File: config.mk
export PLATFORM = sky130hd
export DESIGN_NAME = axil_rou_cfg_slave_flat
export DESIGN_NICKNAME = d
export VERILOG_FILES = /design/src/rtl/axil_rou_cfg_slave_pkg.sv /design/src/rtl/axil_rou_cfg_slave_if.sv /design/src/rtl/axil_rou_cfg_slave_addr_decode.sv /design/src/rtl/axil_rou_cfg_slave.sv /design/src/flat_wrapper.sv
export SDC_FILE = /design/constraint.sdc
export NUM_CORES = 1
export LEC_CHECK = 0
export BUFFER_PORTS_ARGS = -buffer_cell sky130_fd_sc_hd__buf_2
export CORE_ASPECT_RATIO = 2
export CORE_MARGIN = 2
export CORE_UTILIZATION = 40
export CTS_CLUSTER_SIZE = 16
export DETAILED_ROUTE_END_ITERATION = 7
export SYNTH_ARGS = -nofsm -noshare
export SYNTH_HDL_FRONTEND = slang
export SYNTH_HIERARCHICAL = 1
export SYNTH_SLANG_ARGS = --single-unit
export TNS_END_PERCENT = 100
File: constraint.sdc
create_clock -name clk -period 4.5 [get_ports clk]
set_input_delay 0.225 -clock clk [delete_from_list [all_inputs] [get_ports clk]]
set_output_delay 0.225 -clock clk [all_outputs]
set_load 0.01 [all_outputs]
File: src/rtl/axil_rou_cfg_slave_pkg.sv
// rtl/axil_rou_cfg_slave_pkg.sv - shared types, response codes and sizing helpers for the ROU/iROU table programmer
package rou_cfg_pkg;

    typedef enum logic [2:0] {
        IDLE,
        WR_COLLECT,
        WR_COMMIT,
        WR_RESP,
        RD_ISSUE,
        RD_WAIT,
        RD_RESP
    } state_t;

    localparam logic [1:0]  OKAY      = 2'b00;
    localparam logic [1:0]  SLVERR    = 2'b10;
    localparam logic [1:0]  DECERR    = 2'b11;
    localparam logic [31:0] DEAD_BEEF = 32'hDEAD_BEEF;

    // Number of ROU stage tables: one per power of two below MAX_LEN.
    function automatic int rou_stages(input int max_len);
        return $clog2(max_len);
    endfunction

    // Decoded byte-address width: 2*MAX_LEN entries of 8 bytes each.
    function automatic int rou_aw(input int max_len);
        return $clog2(max_len) + 4;
    endfunction

endpackage

File: src/rtl/axil_rou_cfg_slave_if.sv
// rtl/axil_rou_cfg_slave_if.sv - AXI-Lite bundle for the BAR1 ROU configuration slave
interface axil_rou_cfg_slave_if;
    logic [31:0] s_awaddr;
    logic        s_awvalid;
    logic        s_awready;
    logic [31:0] s_wdata;
    logic [3:0]  s_wstrb;
    logic        s_wvalid;
    logic        s_wready;
    logic [1:0]  s_bresp;
    logic        s_bvalid;
    logic        s_bready;
    logic [31:0] s_araddr;
    logic        s_arvalid;
    logic        s_arready;
    logic [31:0] s_rdata;
    logic [1:0]  s_rresp;
    logic        s_rvalid;
    logic        s_rready;

    modport master (
        output s_awaddr, s_awvalid, s_wdata, s_wstrb, s_wvalid, s_bready,
        output s_araddr, s_arvalid, s_rready,
        input  s_awready, s_wready, s_bresp, s_bvalid,
        input  s_arready, s_rdata, s_rresp, s_rvalid
    );

    modport slave (
        input  s_awaddr, s_awvalid, s_wdata, s_wstrb, s_wvalid, s_bready,
        input  s_araddr, s_arvalid, s_rready,
        output s_awready, s_wready, s_bresp, s_bvalid,
        output s_arready, s_rdata, s_rresp, s_rvalid
    );
endinterface

File: src/rtl/axil_rou_cfg_slave_addr_decode.sv
// rtl/axil_rou_cfg_slave_addr_decode.sv - leading-one decode of a byte address into (irou, stage, entry, half)
module rou_addr_decode
    import rou_cfg_pkg::*;
#(
    parameter int MAX_LEN = 2048,
    parameter int STAGES  = rou_stages(MAX_LEN),
    parameter int AW      = rou_aw(MAX_LEN),
    parameter int STAGE_W = $clog2(STAGES) + 1
) (
    input  logic [31:0]        addr,
    output logic               irou,
    output logic [STAGE_W-1:0] stage,
    output logic [STAGES-1:0]  entry,
    output logic               half,
    output logic               rsvd,
    output logic               oor
);
    localparam int E_W = AW - 3;

    logic [E_W-1:0]     e;
    logic [E_W-1:0]     lead_mask;
    logic [E_W-1:0]     e_rem;
    logic [STAGE_W-1:0] q;
    logic               unused_addr;

    assign unused_addr = ^addr[1:0];

    // Find the leading one of the entry index; it selects the table and is stripped to give the entry.
    always_comb begin
        e         = addr[AW-1:3];
        q         = '0;
        lead_mask = '0;
        for (int i = 0; i < E_W; i++) begin
            if (e[i]) begin
                q         = STAGE_W'(i);
                lead_mask = E_W'(1) << i;
            end
        end
        e_rem = e & ~lead_mask;
        irou  = e[E_W-1];
        stage = irou ? '0 : q;
        entry = e_rem[STAGES-1:0];
        half  = addr[2];
        rsvd  = (e == '0);
        oor   = |addr[31:AW];
    end
endmodule

File: src/rtl/axil_rou_cfg_slave.sv
// rtl/axil_rou_cfg_slave.sv - AXI-Lite ROU/iROU twiddle table programmer and readback; optional ROU_CFG_WR_CNT_EN write counter at 0x0
module axil_rou_cfg_slave
    import rou_cfg_pkg::*;
#(
    parameter int MAX_LEN    = 2048,
    parameter int LINE_SIZE  = 2,
    parameter int COEF_WIDTH = 54,
    parameter int RD_LAT     = 1,
    parameter int STAGES     = rou_stages(MAX_LEN),
    parameter int STAGE_W    = $clog2(STAGES) + 1,
    parameter int HALF       = COEF_WIDTH / 2
) (
    input  logic               clk,
    input  logic               rstn,
    axil_rou_cfg_slave_if.slave axil,
    output logic               tbl_we,
    output logic               tbl_re,
    output logic               tbl_irou,
    output logic [STAGE_W-1:0] tbl_stage,
    output logic [STAGES-1:0]  tbl_entry,
    output logic               tbl_half,
    output logic [HALF-1:0]    tbl_din,
    input  logic [HALF-1:0]    tbl_rdata
);
    localparam int CNT_W = $clog2(RD_LAT + 1);

    if (MAX_LEN < 4 || (MAX_LEN & (MAX_LEN - 1)) != 0 || LINE_SIZE < 1 ||
        (LINE_SIZE & (LINE_SIZE - 1)) != 0 || HALF > 31 || RD_LAT < 1) begin : g_bad_param
        $error("axil_rou_cfg_slave: unsupported parameter set");
    end

    state_t             state;
    logic [31:0]        aw_addr, ar_addr;
    logic [HALF-1:0]    w_data;
    logic [3:0]         w_strb;
    logic               aw_got, w_got, rd_pend;
    logic [CNT_W-1:0]   rd_cnt;
    logic               aw_hs, w_hs, ar_hs;
    logic [31:0]        dec_addr;
    logic               dec_irou, dec_half, dec_rsvd, dec_oor;
    logic [STAGE_W-1:0] dec_stage;
    logic [STAGES-1:0]  dec_entry;
    logic               cnt_hit, rd_err;
    logic [1:0]         wr_resp;
    logic               unused_wdata;

    assign unused_wdata = ^axil.s_wdata[31:HALF];
    assign aw_hs        = axil.s_awvalid & axil.s_awready;
    assign w_hs         = axil.s_wvalid & axil.s_wready;
    assign ar_hs        = axil.s_arvalid & axil.s_arready;
    assign dec_addr     = (state == RD_ISSUE) ? ar_addr : aw_addr;

    rou_addr_decode #(.MAX_LEN(MAX_LEN)) u_dec (
        .addr  (dec_addr),
        .irou  (dec_irou),
        .stage (dec_stage),
        .entry (dec_entry),
        .half  (dec_half),
        .rsvd  (dec_rsvd),
        .oor   (dec_oor)
    );

`ifdef ROU_CFG_WR_CNT_EN
    logic [31:0] wr_cnt;
    assign cnt_hit = dec_rsvd & ~dec_oor;

    // Count committed table writes; an accepted write to address 0 clears the count.
    always_ff @(posedge clk or negedge rstn) begin
        if (!rstn)                                              wr_cnt <= '0;
        else if (state == WR_COMMIT && cnt_hit && wr_resp == OKAY) wr_cnt <= '0;
        else if (tbl_we)                                        wr_cnt <= wr_cnt + 32'd1;
    end
`else
    assign cnt_hit = 1'b0;
`endif

    assign rd_err = dec_oor | (dec_rsvd & ~cnt_hit);

    // Write response: address errors take priority over a partial strobe.
    always_comb begin
        wr_resp = OKAY;
        if (dec_oor || (dec_rsvd && !cnt_hit)) wr_resp = DECERR;
        else if (w_strb != 4'hF)               wr_resp = SLVERR;
    end

    // Transaction FSM with registered readies, responses and table strobes.
    always_ff @(posedge clk or negedge rstn) begin
        if (!rstn) begin
            state          <= IDLE;
            axil.s_awready <= 1'b0;
            axil.s_wready  <= 1'b0;
            axil.s_arready <= 1'b0;
            axil.s_bvalid  <= 1'b0;
            axil.s_bresp   <= OKAY;
            axil.s_rvalid  <= 1'b0;
            axil.s_rresp   <= OKAY;
            axil.s_rdata   <= '0;
            tbl_we         <= 1'b0;
            tbl_re         <= 1'b0;
            tbl_irou       <= 1'b0;
            tbl_stage      <= '0;
            tbl_entry      <= '0;
            tbl_half       <= 1'b0;
            tbl_din        <= '0;
            aw_addr        <= '0;
            ar_addr        <= '0;
            w_data         <= '0;
            w_strb         <= '0;
            aw_got         <= 1'b0;
            w_got          <= 1'b0;
            rd_pend        <= 1'b0;
            rd_cnt         <= '0;
        end else begin
            tbl_we <= 1'b0;
            tbl_re <= 1'b0;
            case (state)
                IDLE: begin
                    if (aw_hs) begin aw_addr <= axil.s_awaddr; aw_got <= 1'b1; end
                    if (w_hs)  begin w_data <= axil.s_wdata[HALF-1:0]; w_strb <= axil.s_wstrb; w_got <= 1'b1; end
                    if (ar_hs) begin ar_addr <= axil.s_araddr; rd_pend <= 1'b1; end
                    if (aw_hs || w_hs) begin
                        axil.s_awready <= ~aw_hs;
                        axil.s_wready  <= ~w_hs;
                        axil.s_arready <= 1'b0;
                        state          <= (aw_hs && w_hs) ? WR_COMMIT : WR_COLLECT;
                    end else if (ar_hs) begin
                        axil.s_awready <= 1'b0;
                        axil.s_wready  <= 1'b0;
                        axil.s_arready <= 1'b0;
                        state          <= RD_ISSUE;
                    end else begin
                        axil.s_awready <= 1'b1;
                        axil.s_wready  <= 1'b1;
                        axil.s_arready <= 1'b1;
                    end
                end
                WR_COLLECT: begin
                    if (aw_hs) begin aw_addr <= axil.s_awaddr; aw_got <= 1'b1; axil.s_awready <= 1'b0; end
                    if (w_hs)  begin w_data <= axil.s_wdata[HALF-1:0]; w_strb <= axil.s_wstrb; w_got <= 1'b1; axil.s_wready <= 1'b0; end
                    if ((aw_got || aw_hs) && (w_got || w_hs)) state <= WR_COMMIT;
                end
                WR_COMMIT: begin
                    tbl_irou     <= dec_irou;
                    tbl_stage    <= dec_stage;
                    tbl_entry    <= dec_entry;
                    tbl_half     <= dec_half;
                    tbl_din      <= w_data;
                    tbl_we       <= (wr_resp == OKAY) && !cnt_hit;
                    axil.s_bresp <= wr_resp;
                    aw_got       <= 1'b0;
                    w_got        <= 1'b0;
                    state        <= WR_RESP;
                end
                WR_RESP: begin
                    if (!axil.s_bvalid) begin
                        axil.s_bvalid <= 1'b1;
                    end else if (axil.s_bready) begin
                        axil.s_bvalid <= 1'b0;
                        state         <= rd_pend ? RD_ISSUE : IDLE;
                    end
                end
                RD_ISSUE: begin
                    rd_pend   <= 1'b0;
                    tbl_irou  <= dec_irou;
                    tbl_stage <= dec_stage;
                    tbl_entry <= dec_entry;
                    tbl_half  <= dec_half;
                    if (rd_err) begin
                        axil.s_rdata  <= DEAD_BEEF;
                        axil.s_rresp  <= DECERR;
                        axil.s_rvalid <= 1'b1;
                        state         <= RD_RESP;
`ifdef ROU_CFG_WR_CNT_EN
                    end else if (cnt_hit) begin
                        axil.s_rdata  <= wr_cnt;
                        axil.s_rresp  <= OKAY;
                        axil.s_rvalid <= 1'b1;
                        state         <= RD_RESP;
`endif
                    end else begin
                        tbl_re <= 1'b1;
                        rd_cnt <= '0;
                        state  <= RD_WAIT;
                    end
                end
                RD_WAIT: begin
                    if (rd_cnt == CNT_W'(RD_LAT)) begin
                        axil.s_rdata  <= {{(32 - HALF){1'b0}}, tbl_rdata};
                        axil.s_rresp  <= OKAY;
                        axil.s_rvalid <= 1'b1;
                        state         <= RD_RESP;
                    end else begin
                        rd_cnt <= rd_cnt + 1'b1;
                    end
                end
                RD_RESP: begin
                    if (axil.s_rready) begin
                        axil.s_rvalid <= 1'b0;
                        state         <= IDLE;
                    end
                end
                default: state <= IDLE;
            endcase
        end
    end
endmodule

File: src/flat_wrapper.sv
// flat-port wrapper written by rule: the top's interface ports become plain ports
module axil_rou_cfg_slave_flat import rou_cfg_pkg::*;
#(
    parameter int MAX_LEN    = 2048,
    parameter int LINE_SIZE  = 2,
    parameter int COEF_WIDTH = 54,
    parameter int RD_LAT     = 1,
    parameter int STAGES     = rou_stages(MAX_LEN),
    parameter int STAGE_W    = $clog2(STAGES) + 1,
    parameter int HALF       = COEF_WIDTH / 2
)
  (clk, rstn, tbl_we, tbl_re, tbl_irou, tbl_stage, tbl_entry, tbl_half, tbl_din, tbl_rdata, axil_s_awaddr, axil_s_awvalid, axil_s_wdata, axil_s_wstrb, axil_s_wvalid, axil_s_bready, axil_s_araddr, axil_s_arvalid, axil_s_rready, axil_s_awready, axil_s_wready, axil_s_bresp, axil_s_bvalid, axil_s_arready, axil_s_rdata, axil_s_rresp, axil_s_rvalid);
  axil_rou_cfg_slave_if axil_i ();
  input  logic clk;
  input  logic rstn;
  output logic tbl_we;
  output logic tbl_re;
  output logic tbl_irou;
  output logic [STAGE_W-1:0] tbl_stage;
  output logic [STAGES-1:0] tbl_entry;
  output logic tbl_half;
  output logic [HALF-1:0] tbl_din;
  input  logic [HALF-1:0] tbl_rdata;
  input wire logic [$bits(axil_i.s_awaddr)-1:0] axil_s_awaddr;
  input wire logic [$bits(axil_i.s_awvalid)-1:0] axil_s_awvalid;
  input wire logic [$bits(axil_i.s_wdata)-1:0] axil_s_wdata;
  input wire logic [$bits(axil_i.s_wstrb)-1:0] axil_s_wstrb;
  input wire logic [$bits(axil_i.s_wvalid)-1:0] axil_s_wvalid;
  input wire logic [$bits(axil_i.s_bready)-1:0] axil_s_bready;
  input wire logic [$bits(axil_i.s_araddr)-1:0] axil_s_araddr;
  input wire logic [$bits(axil_i.s_arvalid)-1:0] axil_s_arvalid;
  input wire logic [$bits(axil_i.s_rready)-1:0] axil_s_rready;
  output wire logic [$bits(axil_i.s_awready)-1:0] axil_s_awready;
  output wire logic [$bits(axil_i.s_wready)-1:0] axil_s_wready;
  output wire logic [$bits(axil_i.s_bresp)-1:0] axil_s_bresp;
  output wire logic [$bits(axil_i.s_bvalid)-1:0] axil_s_bvalid;
  output wire logic [$bits(axil_i.s_arready)-1:0] axil_s_arready;
  output wire logic [$bits(axil_i.s_rdata)-1:0] axil_s_rdata;
  output wire logic [$bits(axil_i.s_rresp)-1:0] axil_s_rresp;
  output wire logic [$bits(axil_i.s_rvalid)-1:0] axil_s_rvalid;
  assign axil_i.s_awaddr = axil_s_awaddr;
  assign axil_i.s_awvalid = axil_s_awvalid;
  assign axil_i.s_wdata = axil_s_wdata;
  assign axil_i.s_wstrb = axil_s_wstrb;
  assign axil_i.s_wvalid = axil_s_wvalid;
  assign axil_i.s_bready = axil_s_bready;
  assign axil_i.s_araddr = axil_s_araddr;
  assign axil_i.s_arvalid = axil_s_arvalid;
  assign axil_i.s_rready = axil_s_rready;
  assign axil_s_awready = axil_i.s_awready;
  assign axil_s_wready = axil_i.s_wready;
  assign axil_s_bresp = axil_i.s_bresp;
  assign axil_s_bvalid = axil_i.s_bvalid;
  assign axil_s_arready = axil_i.s_arready;
  assign axil_s_rdata = axil_i.s_rdata;
  assign axil_s_rresp = axil_i.s_rresp;
  assign axil_s_rvalid = axil_i.s_rvalid;
  axil_rou_cfg_slave #(.MAX_LEN(MAX_LEN), .LINE_SIZE(LINE_SIZE), .COEF_WIDTH(COEF_WIDTH), .RD_LAT(RD_LAT), .STAGES(STAGES), .STAGE_W(STAGE_W), .HALF(HALF)) u_core (.clk(clk), .rstn(rstn), .axil(axil_i), .tbl_we(tbl_we), .tbl_re(tbl_re), .tbl_irou(tbl_irou), .tbl_stage(tbl_stage), .tbl_entry(tbl_entry), .tbl_half(tbl_half), .tbl_din(tbl_din), .tbl_rdata(tbl_rdata));
endmodule
==> summary.log <==
[run_status] outcome finished, final reports clean
[global_route] largest net degree at the start of global routing 92
[clocking] Post-CTS Hold Buffers 26
[placed_design] worst slack, placed 710 ps
[layout] # fillers 1765
[floorplanning] horizontal extent of the die 102 µm
[floorplanning] Floorplan Core Area 18700 µm²
[route] initial drt markers 201
[floorplanning] overall die area 20300 µm²
[clocking] number of buffers added by the clock tree synthesis step 17
[clocking] CTS tree done
[layout] commonest non-fill, non-tap cell in the layout buf_2
[layout] footprint of the multi-input gates 2890 µm²
[clocking] sink count of the clock tree 180
[timing] max-slew violation count 0
[global_route] GRT overflow 0
[critical_path] critical path startpoint category flip-flop
[critical_path] worst-path fanout max 47
[layout] fraction of layout cells with a size suffix above 1 0.387
[placed_design] estimated wirelength of the detail-placed design 13100 µm
[yosys] Post-Syn Area 7640 µm²
[flow_run] max-cap check violation count 0
[critical_path] data arrival time of the critical path 4100 ps
[route] Routed WL 18800 µm
[timing] number of hold-slack violations in the final timing report 0
[layout] Antenna Cells 0
[layout] fin cells 1190
[layout] P&R area growth vs syn 28.0%
[clocking] number of levels in the clock H-tree 4
[route] vias 5722
[clocking] clock transition time at the flip-flop clock pins of the worst setup and hold paths 70 ps
[timing] worst max-slew margin expressed relative to the limit 0.361
[critical_path] data required time of the worst path 4810 ps
[timing] RSZ-0062 raised after global routing no
[yosys] Post-Syn Nets 831
[floorplanning] number of ports placed on the die boundary 222
[timing] Sum Neg Setup Slack 0 ps
[placed_design] Inst Count DP 1132
[route] Initial DRT Pass Iterations 4
[floorplanning] Die Height 199 µm
[clocking] Max Root-Sink Buffers 2
[layout] final cell utilization of the core 0.522
[critical_path] critical path class reg2reg
[global_route] antenna violations before repair 0
[layout] net total in the final layout 1056
[pwr] worst voltage drop across the vdd grid 385 µV
[yosys] mean instance size in the synthesized netlist 11.0 µm²
[timing] final period utilization 0.843
[layout] area of all sequential standard cells 4500 µm²
[clocking] post-CTS resize count 0
[pwr] leakage power figure 4.85 nW
[pwr] areal power density over the cells 703 nW/µm²
[global_route] global-route wire length before repair 30100 µm
[layout] commonest cells after routing, fill and taps aside buf_2 (210), nand2_1 (207), dfrtp_1 (180)
[route] via density per instance 4.81
[hold_path] worst hold path type in2reg
[clocking] count of buffers added by post-CTS timing repair for setup 0
[timing] Final setup violation count 0
[yosys] cell count after synthesis 697
[global_route] number of global-route vias before repair 6038
[floorplanning] standard-cell row count 71
[yosys] Syn. warnings 6
[placed_design] number of input and output port buffers inserted 211
[timing] setup slack after layout 709 ps
[route] post-detailed-route count of antenna-violating nets 0
[placed_design] final weighted congestion of routability-driven global placement 0.809
[global_route] global-route usage over all layers 0.195
[timing] Final min period 3790 ps
[floorplanning] effective utilization at floorplan 0.408
[timing] Tightest Pin Transition 958 ps
[timing] Peak Freq 0.264 GHz
[timing] clock skew after layout 10.8 ps
[route] residual DRC count 0
[critical_path] crit path capture type flip-flop
[clocking] Clock Root Buffer clkbuf_16
[clocking] Clk Latency, worst-skew pair 420 ps
[route] Routed wire per std cell 15.8 µm
[per-stage QoR]
step / hold WS, ps / total power, mW / cell area [µm²]
floorplan: -70.6 / 4.56 / 7640
global placement: 372 / 5.34 / 8910
detailed placement: 363 / 5.40 / 8910
CTS: 1.38 / 6.99 / 9780
global route: 2.25 / 7.39 / 9780
finish: 22.5 / 6.88 / 9780
[flip-flops by register name, indices dropped and copies added, names as in the netlist, 2 cells and up]
register and count:
u_core/w_strb 4, u_core/ar_addr 30, u_core/tbl_entry 11, u_core/axil.s_bresp 2, u_core/tbl_din 27, u_core/state 3, u_core/w_data 27, u_core/tbl_stage 5
u_core/aw_addr 30, u_core/axil.s_rdata 27
[cell type report]
class | count | area share
Clock buffer | 19 | 0.0463
Clock inverter | 13 | 0.0159
Inverter | 8 | 0.00307
Multi-Input combinational cell | 466 | 0.296
Sequential cell | 180 | 0.461
Tap cell | 255 | 0.0326
Timing Repair Buffer | 249 | 0.146
[critical path, cell delays in order (launching register included)]
cell and delay, ps:
dfrtp_1 530, inv_1 250, nand2_1 440, buf_4 370, nand2_1 80, nand2_1 120, nor4_2 480, nand3_2 160
nor3_1 380, or3_1 200, o211ai_1 90, buf_4 280, a22o_1 280
[routing by layer]
metal	GRT usage	vias up	part of all wire
met5	0	-	0
met4	0.0751	0	0.021
met3	0.0518	24	0.049
met2	0.354	159	0.55
met1	0.210	2760	0.38
li1	-	2779	-
[where the power goes]
group / internal, mW / switching [mW] / total [mW]
sequential: 2.40 / 0.410 / 2.81
combinational: 1.23 / 1.31 / 2.54
clock: 0.902 / 0.625 / 1.53
total: 4.53 / 2.34 / 6.88
[worst paths after layout]
| path | start | endpoint | slack, ps | depth (start not counted) |
|---|---|---|---|---|
| worst max-delay path | u_core/state[0]$_DFFE_PN0P_ | u_core/axil.s_rdata[4]$_DFFE_PN0P_ | 710 | 12 |
| worst min-delay path | axil_s_araddr[22] | u_core/ar_addr[22]$_DFFE_PN0P_ | 20 | 3 |
| worst max register to register | u_core/state[0]$_DFFE_PN0P_ | u_core/axil.s_rdata[4]$_DFFE_PN0P_ | 710 | 12 |
| worst min register to register | u_core/axil.s_rdata[25]$_DFFE_PN0P_ | u_core/axil.s_rdata[25]$_DFFE_PN0P_ | 470 | 2 |
| max in group asynchronous | rstn | u_core/axil.s_rdata[17]$_DFFE_PN0P_ | 3080 | 3 |
| min in group asynchronous | rstn | u_core/tbl_din[2]$_DFFE_PN0P_ | 430 | 2 |
Note: power is estimated with default switching activity, not from simulation.
